<file path="config.mk">
export PLATFORM = sky130hd
export DESIGN_NAME = pattern_gen
export DESIGN_NICKNAME = d
export VERILOG_FILES = /design/src/rtl/pattern_pkg.sv /design/src/rtl/pattern_sequencer.sv /design/src/rtl/pattern_gen.sv
export SDC_FILE = /design/constraint.sdc
export NUM_CORES = 1
export LEC_CHECK = 0
export BUFFER_PORTS_ARGS = -buffer_cell sky130_fd_sc_hd__buf_2
export CORE_MARGIN = 1.5
export CORE_UTILIZATION = 55
export DETAILED_ROUTE_END_ITERATION = 8
export MAX_ROUTING_LAYER = met4
export PLACE_DENSITY = 0.79
export SLEW_MARGIN = 20
export SYNTH_ARGS = -nofsm -noshare
export SYNTH_HDL_FRONTEND = slang
export SYNTH_SLANG_ARGS = --single-unit
</file>
<file path="constraint.sdc">
create_clock -name i_clk -period 2.75 [get_ports i_clk]
set_input_delay 0.1375 -clock i_clk [delete_from_list [all_inputs] [get_ports i_clk]]
set_output_delay 0.1375 -clock i_clk [all_outputs]
set_load 0.005 [all_outputs]
</file>
<file path="src/rtl/pattern_pkg.sv">
// Shared pattern codes, RGB565 colour constants and default panel geometry
// for the LCD test-pattern generator.
package pattern_pkg;

   typedef enum logic [2:0] {
      PAT_SOLID      = 3'd0,
      PAT_BARS       = 3'd1,
      PAT_CHECKER    = 3'd2,
      PAT_GRADIENT   = 3'd3,
      PAT_MOVING_BAR = 3'd4,
      PAT_BORDER     = 3'd5
   } pattern_e;

   localparam pattern_e PAT_LAST = PAT_BORDER;

   localparam int H_ACTIVE_DEF = 480;
   localparam int V_ACTIVE_DEF = 272;

   // RGB565 packed as {r[4:0], g[5:0], b[4:0]}
   localparam logic [15:0] RGB_WHITE      = 16'hFFFF;
   localparam logic [15:0] RGB_YELLOW     = 16'hFFE0;
   localparam logic [15:0] RGB_CYAN       = 16'h07FF;
   localparam logic [15:0] RGB_GREEN      = 16'h07E0;
   localparam logic [15:0] RGB_MAGENTA    = 16'hF81F;
   localparam logic [15:0] RGB_RED        = 16'hF800;
   localparam logic [15:0] RGB_BLUE       = 16'h001F;
   localparam logic [15:0] RGB_BLACK      = 16'h0000;
   localparam logic [15:0] RGB_SOLID_BLUE = 16'h0010;

   function automatic logic [15:0] bar_colour(input logic [2:0] idx);
      logic [15:0] c;
      case (idx)
         3'd0:    c = RGB_WHITE;
         3'd1:    c = RGB_YELLOW;
         3'd2:    c = RGB_CYAN;
         3'd3:    c = RGB_GREEN;
         3'd4:    c = RGB_MAGENTA;
         3'd5:    c = RGB_RED;
         3'd6:    c = RGB_BLUE;
         default: c = RGB_BLACK;
      endcase
      return c;
   endfunction

   function automatic pattern_e next_pattern(input pattern_e p);
      return (p == PAT_LAST) ? PAT_SOLID : pattern_e'(p + 3'd1);
   endfunction

endpackage

</file>
<file path="src/rtl/pattern_sequencer.sv">
// Frame-rate state: button synchroniser, frame tick, auto-advance counter,
// pending request, current pattern and moving-bar position.
module pattern_sequencer
   import pattern_pkg::*;
#(
   parameter int H_ACTIVE           = H_ACTIVE_DEF,
   parameter int FRAMES_PER_PATTERN = 120
) (
   input  logic       i_clk,
   input  logic       i_rst_n,
   input  logic       i_vsync,
   input  logic       i_next,
   output pattern_e   o_pattern,
   output logic [8:0] o_bar_pos
);

   localparam int CNT_W = (FRAMES_PER_PATTERN > 1) ? $clog2(FRAMES_PER_PATTERN) : 1;
   localparam logic [CNT_W-1:0] CNT_LAST =
      CNT_W'((FRAMES_PER_PATTERN > 0) ? FRAMES_PER_PATTERN - 1 : 0);

   logic             sync1_q, sync1_d;
   logic             sync2_q, sync2_d;
   logic             next_prev_q, next_prev_d;
   logic             vs_prev_q, vs_prev_d;
   logic             pending_q, pending_d;
   logic [CNT_W-1:0] frame_cnt_q, frame_cnt_d;
   logic [8:0]       bar_pos_q, bar_pos_d;
   pattern_e         pattern_q, pattern_d;

   logic             next_edge;
   logic             frame_tick;
   logic             auto_due;
   logic             advance;
   logic [9:0]       bar_sum;

   always_comb begin
      sync1_d     = i_next;
      sync2_d     = sync1_q;
      next_prev_d = sync2_q;
      vs_prev_d   = i_vsync;
      pending_d   = pending_q;
      frame_cnt_d = frame_cnt_q;
      bar_pos_d   = bar_pos_q;
      pattern_d   = pattern_q;

      next_edge  = sync2_q & ~next_prev_q;
      frame_tick = vs_prev_q & ~i_vsync;
      auto_due   = (FRAMES_PER_PATTERN != 0) && (frame_cnt_q == CNT_LAST);
      advance    = frame_tick && (pending_q || auto_due);
      bar_sum    = {1'b0, bar_pos_q} + 10'd2;

      if (frame_tick) begin
         if (advance) begin
            pattern_d   = next_pattern(pattern_q);
            frame_cnt_d = '0;
            pending_d   = 1'b0;
         end else begin
            frame_cnt_d = frame_cnt_q + 1'b1;
         end
         bar_pos_d = (bar_sum >= 10'(H_ACTIVE)) ? 9'(bar_sum - 10'(H_ACTIVE)) : bar_sum[8:0];
      end

      // Applied after the clear so an edge landing on the tick is not lost
      if (next_edge) begin
         pending_d = 1'b1;
      end
   end

   always_ff @(posedge i_clk or negedge i_rst_n) begin
      if (!i_rst_n) begin
         sync1_q     <= 1'b0;
         sync2_q     <= 1'b0;
         next_prev_q <= 1'b0;
         vs_prev_q   <= 1'b1;
         pending_q   <= 1'b0;
         frame_cnt_q <= '0;
         bar_pos_q   <= '0;
         pattern_q   <= PAT_SOLID;
      end else begin
         sync1_q     <= sync1_d;
         sync2_q     <= sync2_d;
         next_prev_q <= next_prev_d;
         vs_prev_q   <= vs_prev_d;
         pending_q   <= pending_d;
         frame_cnt_q <= frame_cnt_d;
         bar_pos_q   <= bar_pos_d;
         pattern_q   <= pattern_d;
      end
   end

   assign o_pattern = pattern_q;
   assign o_bar_pos = bar_pos_q;

endmodule

</file>
<file path="src/rtl/pattern_gen.sv">
// LCD test-pattern stage: per-pixel colour mux plus one output register that
// keeps RGB, DE and syncs aligned with a single cycle of latency.
module pattern_gen
   import pattern_pkg::*;
#(
   parameter int H_ACTIVE           = H_ACTIVE_DEF,
   parameter int V_ACTIVE           = V_ACTIVE_DEF,
   parameter int FRAMES_PER_PATTERN = 120,
   parameter int BAR_W              = 60
) (
   input  logic       i_clk,
   input  logic       i_rst_n,
   input  logic [8:0] i_x,
   input  logic [8:0] i_y,
   input  logic       i_de,
   input  logic       i_hsync,
   input  logic       i_vsync,
   input  logic       i_next,
   output logic [4:0] o_r,
   output logic [5:0] o_g,
   output logic [4:0] o_b,
   output logic       o_de,
   output logic       o_hsync,
   output logic       o_vsync,
   output logic [2:0] o_pattern
);

   pattern_e    pattern;
   logic [8:0]  bar_pos;

   logic [15:0] rgb_q, rgb_d;
   logic        de_q, de_d;
   logic        hs_q, hs_d;
   logic        vs_q, vs_d;

   logic [2:0]  bar_idx;
   logic [9:0]  bar_end;
   logic [15:0] colour;

   pattern_sequencer #(
      .H_ACTIVE           (H_ACTIVE),
      .FRAMES_PER_PATTERN (FRAMES_PER_PATTERN)
   ) u_seq (
      .i_clk     (i_clk),
      .i_rst_n   (i_rst_n),
      .i_vsync   (i_vsync),
      .i_next    (i_next),
      .o_pattern (pattern),
      .o_bar_pos (bar_pos)
   );

   always_comb begin
      // Comparator chain instead of a divide: last threshold passed wins
      bar_idx = '0;
      for (int k = 1; k < 8; k++) begin
         if (32'(i_x) >= 32'(k * BAR_W)) begin
            bar_idx = 3'(k);
         end
      end
      bar_end = {1'b0, bar_pos} + 10'd16;

      colour = RGB_BLACK;
      case (pattern)
         PAT_SOLID:    colour = RGB_SOLID_BLUE;
         PAT_BARS:     colour = bar_colour(bar_idx);
         PAT_CHECKER:  colour = (i_x[4] ^ i_y[4]) ? RGB_WHITE : RGB_BLACK;
         PAT_GRADIENT: colour = {i_x[8:4], i_x[8:3], 5'b0};
         PAT_MOVING_BAR: begin
            if ((i_x >= bar_pos) && ({1'b0, i_x} < bar_end)) begin
               colour = RGB_WHITE;
            end
         end
         PAT_BORDER: begin
            if ((i_x == 9'd0) || (i_x == 9'(H_ACTIVE - 1)) ||
                (i_y == 9'd0) || (i_y == 9'(V_ACTIVE - 1))) begin
               colour = RGB_WHITE;
            end
         end
         default:      colour = RGB_BLACK;
      endcase

      rgb_d = i_de ? colour : RGB_BLACK;
      de_d  = i_de;
      hs_d  = i_hsync;
      vs_d  = i_vsync;
   end

   always_ff @(posedge i_clk or negedge i_rst_n) begin
      if (!i_rst_n) begin
         rgb_q <= '0;
         de_q  <= 1'b0;
         hs_q  <= 1'b1;
         vs_q  <= 1'b1;
      end else begin
         rgb_q <= rgb_d;
         de_q  <= de_d;
         hs_q  <= hs_d;
         vs_q  <= vs_d;
      end
   end

   assign o_r       = rgb_q[15:11];
   assign o_g       = rgb_q[10:5];
   assign o_b       = rgb_q[4:0];
   assign o_de      = de_q;
   assign o_hsync   = hs_q;
   assign o_vsync   = vs_q;
   assign o_pattern = pattern;

endmodule

</file>
Word level (Yosys, flattened, before mapping) --
Index checks and enable logic that the tools add are counted.
Word-level totals: register bits 42, input port bits 24
Operators by class: add/subtract/negate cells 5, $lt $le $gt $ge 10, equality and inequality tests 14, mux-type cells 19, bitwise logic cells 5, reductions and logical operators 14
Operators by type and width (number):
- case mux 16 bit (7 select lines) | 1
- case mux 16 bit (6 select lines) | 1
- two-way mux 16 bit | 4
- >= comparator 9 bit, second input constant | 3
- equality test 9 bit, second input constant | 2
- >= comparator 9 x 8 -> 1 bit, second input constant | 2
- logical NOT 9 bit | 2
- two-way mux 3 bit | 6
- equality test 3 bit, second input constant | 5
- equality test 3 x 2 -> 1 bit, second input constant | 4
- adder 9 x 2 -> 10 bit, second input constant | 1
- adder 9 x 5 -> 10 bit, second input constant | 1
- >= comparator 10 x 9 -> 1 bit, second input constant | 1
- less-than comparator 9 x 10 -> 1 bit | 1
- >= comparator 9 x 6 -> 1 bit, second input constant | 1
- >= comparator 9 x 7 -> 1 bit, second input constant | 1
- >= comparator 9 bit | 1
- two-way mux 9 bit | 1
- subtractor 9 bit, second input constant | 1
- adder 7 x 1 -> 7 bit, second input constant | 1
- equality test 7 bit, second input constant | 1
- two-way mux 7 bit | 1
- equality test 3 x 1 -> 1 bit, second input constant | 2
- logical NOT 3 bit | 2
- other kinds (10) | 21

Longest topological paths before layout --
word-level depth 12, mapped depth 11, mapped depth without buffers 11

Cells and area by module --
Synthesis repeated with hierarchy kept, for this count alone.
Unflattened totals: cell total of the unflattened synthesis 308, area, all modules 2750.1 sq um
Modules (own cells, without submodules):
- pattern_sequencer | instances 1, cells each 147, area an instance 1378.8 sq um, sequential area each 576.8 sq um
- pattern_gen | instances 1, cells each 161, area an instance 1371.3 sq um, sequential area each 402.9 sq um

Worst setup path after synthesis --
No wires, ideal clock.
path kind flip-flop to flip-flop, from register u_seq.bar_pos_q[4] (netlist: u_seq.o_bar_pos[4]), to register u_seq.bar_pos_q[7] (netlist: u_seq.o_bar_pos[7]), setup time 134 ps, arrival 2320 ps, required time 2616 ps, path slack 296 ps, stages on the path, launching flop included 11, clock period less this slack 2454 ps, path through dfrtp_1 > ha_1 > nand4_1 > xnor2_1 > ha_1 > nand2_1 > or3_1 > a311oi_2 > a21oi_1 > a211oi_1 > a21oi_1
Between the ends: word-level cells in the longest chain between the ends 3
Ends and longest elaborated chain:
- start: declaration | RTL line pattern_sequencer.sv:27 | logic [8:0] bar_pos_q, bar_pos_d;
- start signal: assignment | RTL line pattern_sequencer.sv:86 | bar_pos_q <= bar_pos_d;
- adder 9 x 2 -> 10 bit * | RTL line pattern_sequencer.sv:50 | bar_sum = {1'b0, bar_pos_q} + 10'd2;
- subtractor 9 bit or >= comparator 10 x 9 -> 1 bit (tied branches) | RTL line pattern_sequencer.sv:60 | bar_pos_d = (bar_sum >= 10'(H_ACTIVE)) ? 9'(bar_sum - 10'(H_ACTIVE)) : bar_sum[8:0];
- two-way mux 9 bit * | RTL line pattern_sequencer.sv:60
Mark *: on every way between the ends. The rest lies on a longest branch, timed or not. A chain may end at the register's enable or synchronous reset.

Worst setup path in the final report --
from register u_seq.bar_pos_q[5] (netlist: u_seq.o_bar_pos[5]), to register rgb_q[7]
Between the ends: word-level cells in the longest chain between the ends 6
Ends and longest elaborated chain:
- adder 9 x 5 -> 10 bit | RTL line pattern_gen.sv:60 | bar_end = {1'b0, bar_pos} + 10'd16;
- less-than comparator 9 x 10 -> 1 bit | RTL line pattern_gen.sv:69 | if ((i_x >= bar_pos) && ({1'b0, i_x} < bar_end)) begin
- logical AND 1 bit * | RTL line pattern_gen.sv:69
- two-way mux 16 bit * | RTL line pattern_gen.sv:69
- case mux 16 bit (6 select lines) * | RTL line pattern_gen.sv:63 | case (pattern)
- two-way mux 16 bit * | RTL line pattern_gen.sv:82 | rgb_d = i_de ? colour : RGB_BLACK;
- net rgb_d[7] | RTL line pattern_gen.sv:31 | logic [15:0] rgb_q, rgb_d;
- end signal: assignment | RTL line pattern_gen.sv:95 | rgb_q <= rgb_d;
- end: declaration | RTL line pattern_gen.sv:31
Mark *: on every way through the listed nets, which the timed path passes. The rest lies on a longest branch.

==> impl_summary.md <==
Die
The horizontal die dimension is 69.5 um. The initial utilization of the core area, before any placement, comes to 0.590. In this run the standard cell core region covers 0.00412 sq mm. The area of the die is 0.00483 sq mm. The floorplan has 23 rows. The height of the die is 69.5 um. 46 I/O pins were placed.

Flow run
The count of max-cap constraint violations is 0.

Yosys
The most used flip-flop cell after synthesis is sky130_fd_sc_hd__dfrtp_1. Counting flops with a built-in enable in the synthesized netlist gives 0. In this run, synthesis produced a sequential element count of 38.

Synthesis produced a netlist with a net count of 308. Counting every instance in the synthesized netlist gives 265. The synthesized design spends more area on one cell type than any other, namely sky130_fd_sc_hd__dfrtp_1. By area the synthesized netlist is led by sky130_fd_sc_hd__dfrtp_1, sky130_fd_sc_hd__ha_1, sky130_fd_sc_hd__nand2_1. The area share of the largest cell type after synthesis is 0.371. The yosys synthesis warning count is 0.

By count the netlist is led by sky130_fd_sc_hd__dfrtp_1, sky130_fd_sc_hd__nand2_1, sky130_fd_sc_hd__a21oi_1, sky130_fd_sc_hd__nor2_1, sky130_fd_sc_hd__ha_1. The mean instance size in the synthesized netlist is 9.17 sq um. The share of the yosys chip area belonging to registers is 0.392.

The cell area after synthesis is 0.00243 sq mm. The fraction of registers with async set/reset is 1.00. The number of distinct standard cells referenced by the synthesized netlist is 54. The dominant cell by count in the synthesized netlist is sky130_fd_sc_hd__dfrtp_1.

Timing
Timing would allow up to 0.387 GHz. The final count of pins violating max slew is 0. The final period demand of the worst path is 2.58 ns.

Setup total negative slack on the finished layout was measured at 0 ns. Setup repair after global routing left no endpoint under its margin. The max-slew headroom at the worst pin is 0.443. The worst hold slack is 0.217 ns. On the final layout, the worst clock skew is 0.00734 ns. Setup violations remaining at the end of the flow were counted as 0. The slew at the pin closest to its max-slew limit is 0.835 ns.

Of the available clock period, the critical path in the final layout requires 0.939. The hold violation count in the final report is 0.

Power and ir drop
The share of total power dissipated in combinational logic is 0.445. The worst IR drop on VDD is 0.662 mV. The switching power share of the total is 0.377. The share of total power dissipated in sequential elements is 0.337.

The net switching power is 0.000984 W. The design internal power is 0.00162 W. Of the total power, the clock network draws 0.218. The reported leakage power is 1.34 nW. Dividing total power by cell area gives a power density of 908 mW/mm^2.

Drt
Summing over every cut layer, the via total after detailed routing is 2060. The number of DRC violations after detailed routing is 0. Once detail routing completed, the nets flagged for antenna violations numbered 0.

In the final routed layout, each cell accounts on average for 14.1 um. The first TritonRoute pass finished after 4 iterations. The routed design has 5120 um of wire. After detailed routing, the number of vias per cell comes to 5.66. The number of design-rule violations left by the first detailed-router iteration is 95.

GRT
The number of global-route vias before repair was 1957. Entering global routing, the biggest net connects 39 pins. The global-route wire length before repair is 8830 um. The aggregate global routing overflow is 0. In the global route stage, overall resource usage came out at 0.233. The number of antenna violations at the first check in global routing was 0.

Min path
In this run the worst hold path is classified as in2reg. The count of cells along the worst hold path is 3.

Clock tree
Once the clock tree was built, the setup fixing pass inserted 0 buffers. The largest buffer count on any clock path is 2. The clock tree synthesis step divided the H-tree into 2 levels.

The clock latency reported for the late side of the worst-skew pair is 0.29 ns. The number of buffers created by CTS is 5. Clock tree synthesis found a total of 38 sinks.

The clock slew seen by the registers of the worst setup and hold paths is 0.08 ns. The cell chosen for the clock root is sky130_fd_sc_hd__clkbuf_8. TritonCTS built the clock tree.

Worst setup path
The number of cells on the worst reg-to-reg path is 11. The type of the setup path with the least slack is reg2reg. The element type at the critical path end is a register. The largest single stage delay on the critical path is 0.39 ns. STA classifies the critical path startpoint as a register. On the critical path the largest part of the delay comes from compound AO/OA/AOI/OAI gates. For the worst setup path, the data required time is 2.95 ns. The number of buffer and inverter instances along the worst setup path is 0. The maximum fanout along the worst path is 6. On the critical path, the stage with the largest delay is an instance of sky130_fd_sc_hd__dfrtp_1. The signal on the critical path passes through ha_1 > nand3_2 > xnor2_1 > ha_1 > a211oi_1 > nand3_1 > a21oi_1 > a32o_1 > o31a_1 > nor3_4 > a21oi_1.

The critical path runs through a total of 11 cells. The critical path arrival is 2.79 ns.

Place
The final HPWL from detailed placement is 3750 um. The total instance count after detailed placement is 351. At the end of routability-driven placement, the weighted congestion stood at 0.893. In this run the tool buffered the top-level ports with 45 buffer cells. The standard cell area after detailed placement is 0.00268 sq mm.

Layout
The relative area change from synthesis to final layout is 18.2%. The net count reported at finish is 356. Of the cells placed in the final design, the portion with a size suffix greater than 1 is 0.236.

The number of standard cells in the final layout excluding fillers is 364. The number of diodes added for antenna fixing is 0. For this run, the share of the core covered by cells in the final layout is 0.698. After routing the design area is 0.00287 sq mm.

Outcome
The run finished with clean final reports.
## worst paths after layout
check / from / end / slack, ns
setup / recovery: u_seq.o_bar_pos[5]$_DFFE_PN0P_ / rgb_q[7]$_DFF_PN0_ / 0.17
hold / removal: i_x[8] / rgb_q[10]$_DFF_PN0_ / 0.22
setup reg to reg: u_seq.o_bar_pos[5]$_DFFE_PN0P_ / rgb_q[7]$_DFF_PN0_ / 0.17
hold reg to reg: u_seq.sync1_q$_DFF_PN0_ / u_seq.next_prev_d$_DFF_PN0_ / 0.36
max in group asynchronous: i_rst_n / u_seq.o_bar_pos[7]$_DFFE_PN0P_ / 1.73
min in group asynchronous: i_rst_n / u_seq.o_bar_pos[3]$_DFFE_PN0P_ / 0.49
## worst reg2reg max path, delay by kind of cell (launching register included)
family                     cells  cell delay (ns)
AOI/OAI and AO/OA              5             1.04
and+or+nand+nor                3             0.34
xor gates and xnor gates       1             0.16
DFF                            1             0.39
adders and majority gates      2             0.56
## flip-flops by register name, summed over array words and instances, names as in the netlist
register / cells
o_de: 1
o_hsync: 1
rgb_q: 13
u_seq.frame_cnt_q: 7
u_seq.next_prev_d: 1
u_seq.next_prev_q: 1
u_seq.o_bar_pos: 8
u_seq.o_pattern: 3
u_seq.pending_q: 1
u_seq.sync1_q: 1
u_seq.vs_prev_q: 1
## layout by cell type, fill, tap and decap left out, drive strengths merged, types with 2 or more instances in the layout
| cell | Yosys | layout |
|---|---|---|
| a31oi | 2 | 2 |
| or3 | 2 | 2 |
| a211oi | 3 | 3 |
| inv | 13 | 13 |
| mux2i | 2 | 2 |
| nand2b | 3 | 3 |
| and3 | 3 | 3 |
| a21o | 2 | 2 |
| nand3 | 12 | 12 |
| nand4 | 5 | 5 |
| bufinv | 0 | 2 |
| and2 | 2 | 2 |
| ha | 19 | 19 |
| dfrtp | 36 | 36 |
| nor3 | 7 | 7 |
| o21ai | 18 | 18 |
| or4 | 3 | 3 |
| nand2 | 32 | 32 |
| buf | 8 | 50 |
| xor2 | 3 | 3 |
| o2111ai | 2 | 2 |
| xnor2 | 11 | 11 |
| dlygate4sd3 | 0 | 5 |
| o21a | 4 | 4 |
| nor2b | 4 | 4 |
| nor2 | 20 | 20 |
| dfstp | 2 | 2 |
| a21oi | 23 | 23 |
| a32o | 2 | 2 |
| clkbuf | 6 | 5 |
## routing by layer
| metal | track usage | share of wire | up-vias |
|---|---|---|---|
| met5 | - | 0 | - |
| met1 | 0.282 | 0.45 | 959 |
| met3 | 0.0465 | 0.043 | 5 |
| met4 | 0.0697 | 0.011 | 0 |
| met2 | 0.394 | 0.50 | 52 |
| li1 | - | - | 1044 |
## power by group through the flow
stage | Combinational, W | Clock (W) | Sequential [W]
6_report | 0.00116 | 0.000568 | 0.000880
3_5_place_dp | 0.00114 | 0 | 0.000889
2_1_floorplan | 0.000834 | 0 | 0.000858
3_3_place_gp | 0.00112 | 0 | 0.000878
5_1_grt | 0.00131 | 0.000608 | 0.000902
4_1_cts | 0.00116 | 0.000579 | 0.000879
## final cells by class
| cell class | instances | area, sq um |
|---|---|---|
| clock inverters | 3 | 68.8 |
| fillers | 327 | 1240 |
| well taps | 50 | 62.6 |
| clock buffers | 5 | 68.8 |
| multi-input cells | 200 | 1360 |
| flip-flops and latches | 38 | 953 |
| inverters | 13 | 48.8 |
| repair buffers | 55 | 313 |
## per-stage QoR
stage	setup WS [ns]	power [W]
after floorplan	0.296	0.00169
after global placement	0.271	0.00200
after detailed placement	0.177	0.00203
after CTS	0.146	0.00262
after global routing	0.00295	0.00282
final	0.167	0.00261
## cell families after synthesis
group           after synthesis  synth area share
flops                        38             0.392
compound gates               68             0.193
xor+xnor                     14            0.0505
buf+inv                      27            0.0530
fa+ha+maj                    20             0.102
mux                           3            0.0129
simple gates                 95             0.197
## what timing repair did
item                                   4_1_cts  5_1_grt
hold buffers                                 5        0
setup endpoints to repair                    0        1
gates resized for setup                      0        2
endpoints found under the hold margin       40        0
(Power assumes the default switching activity.)
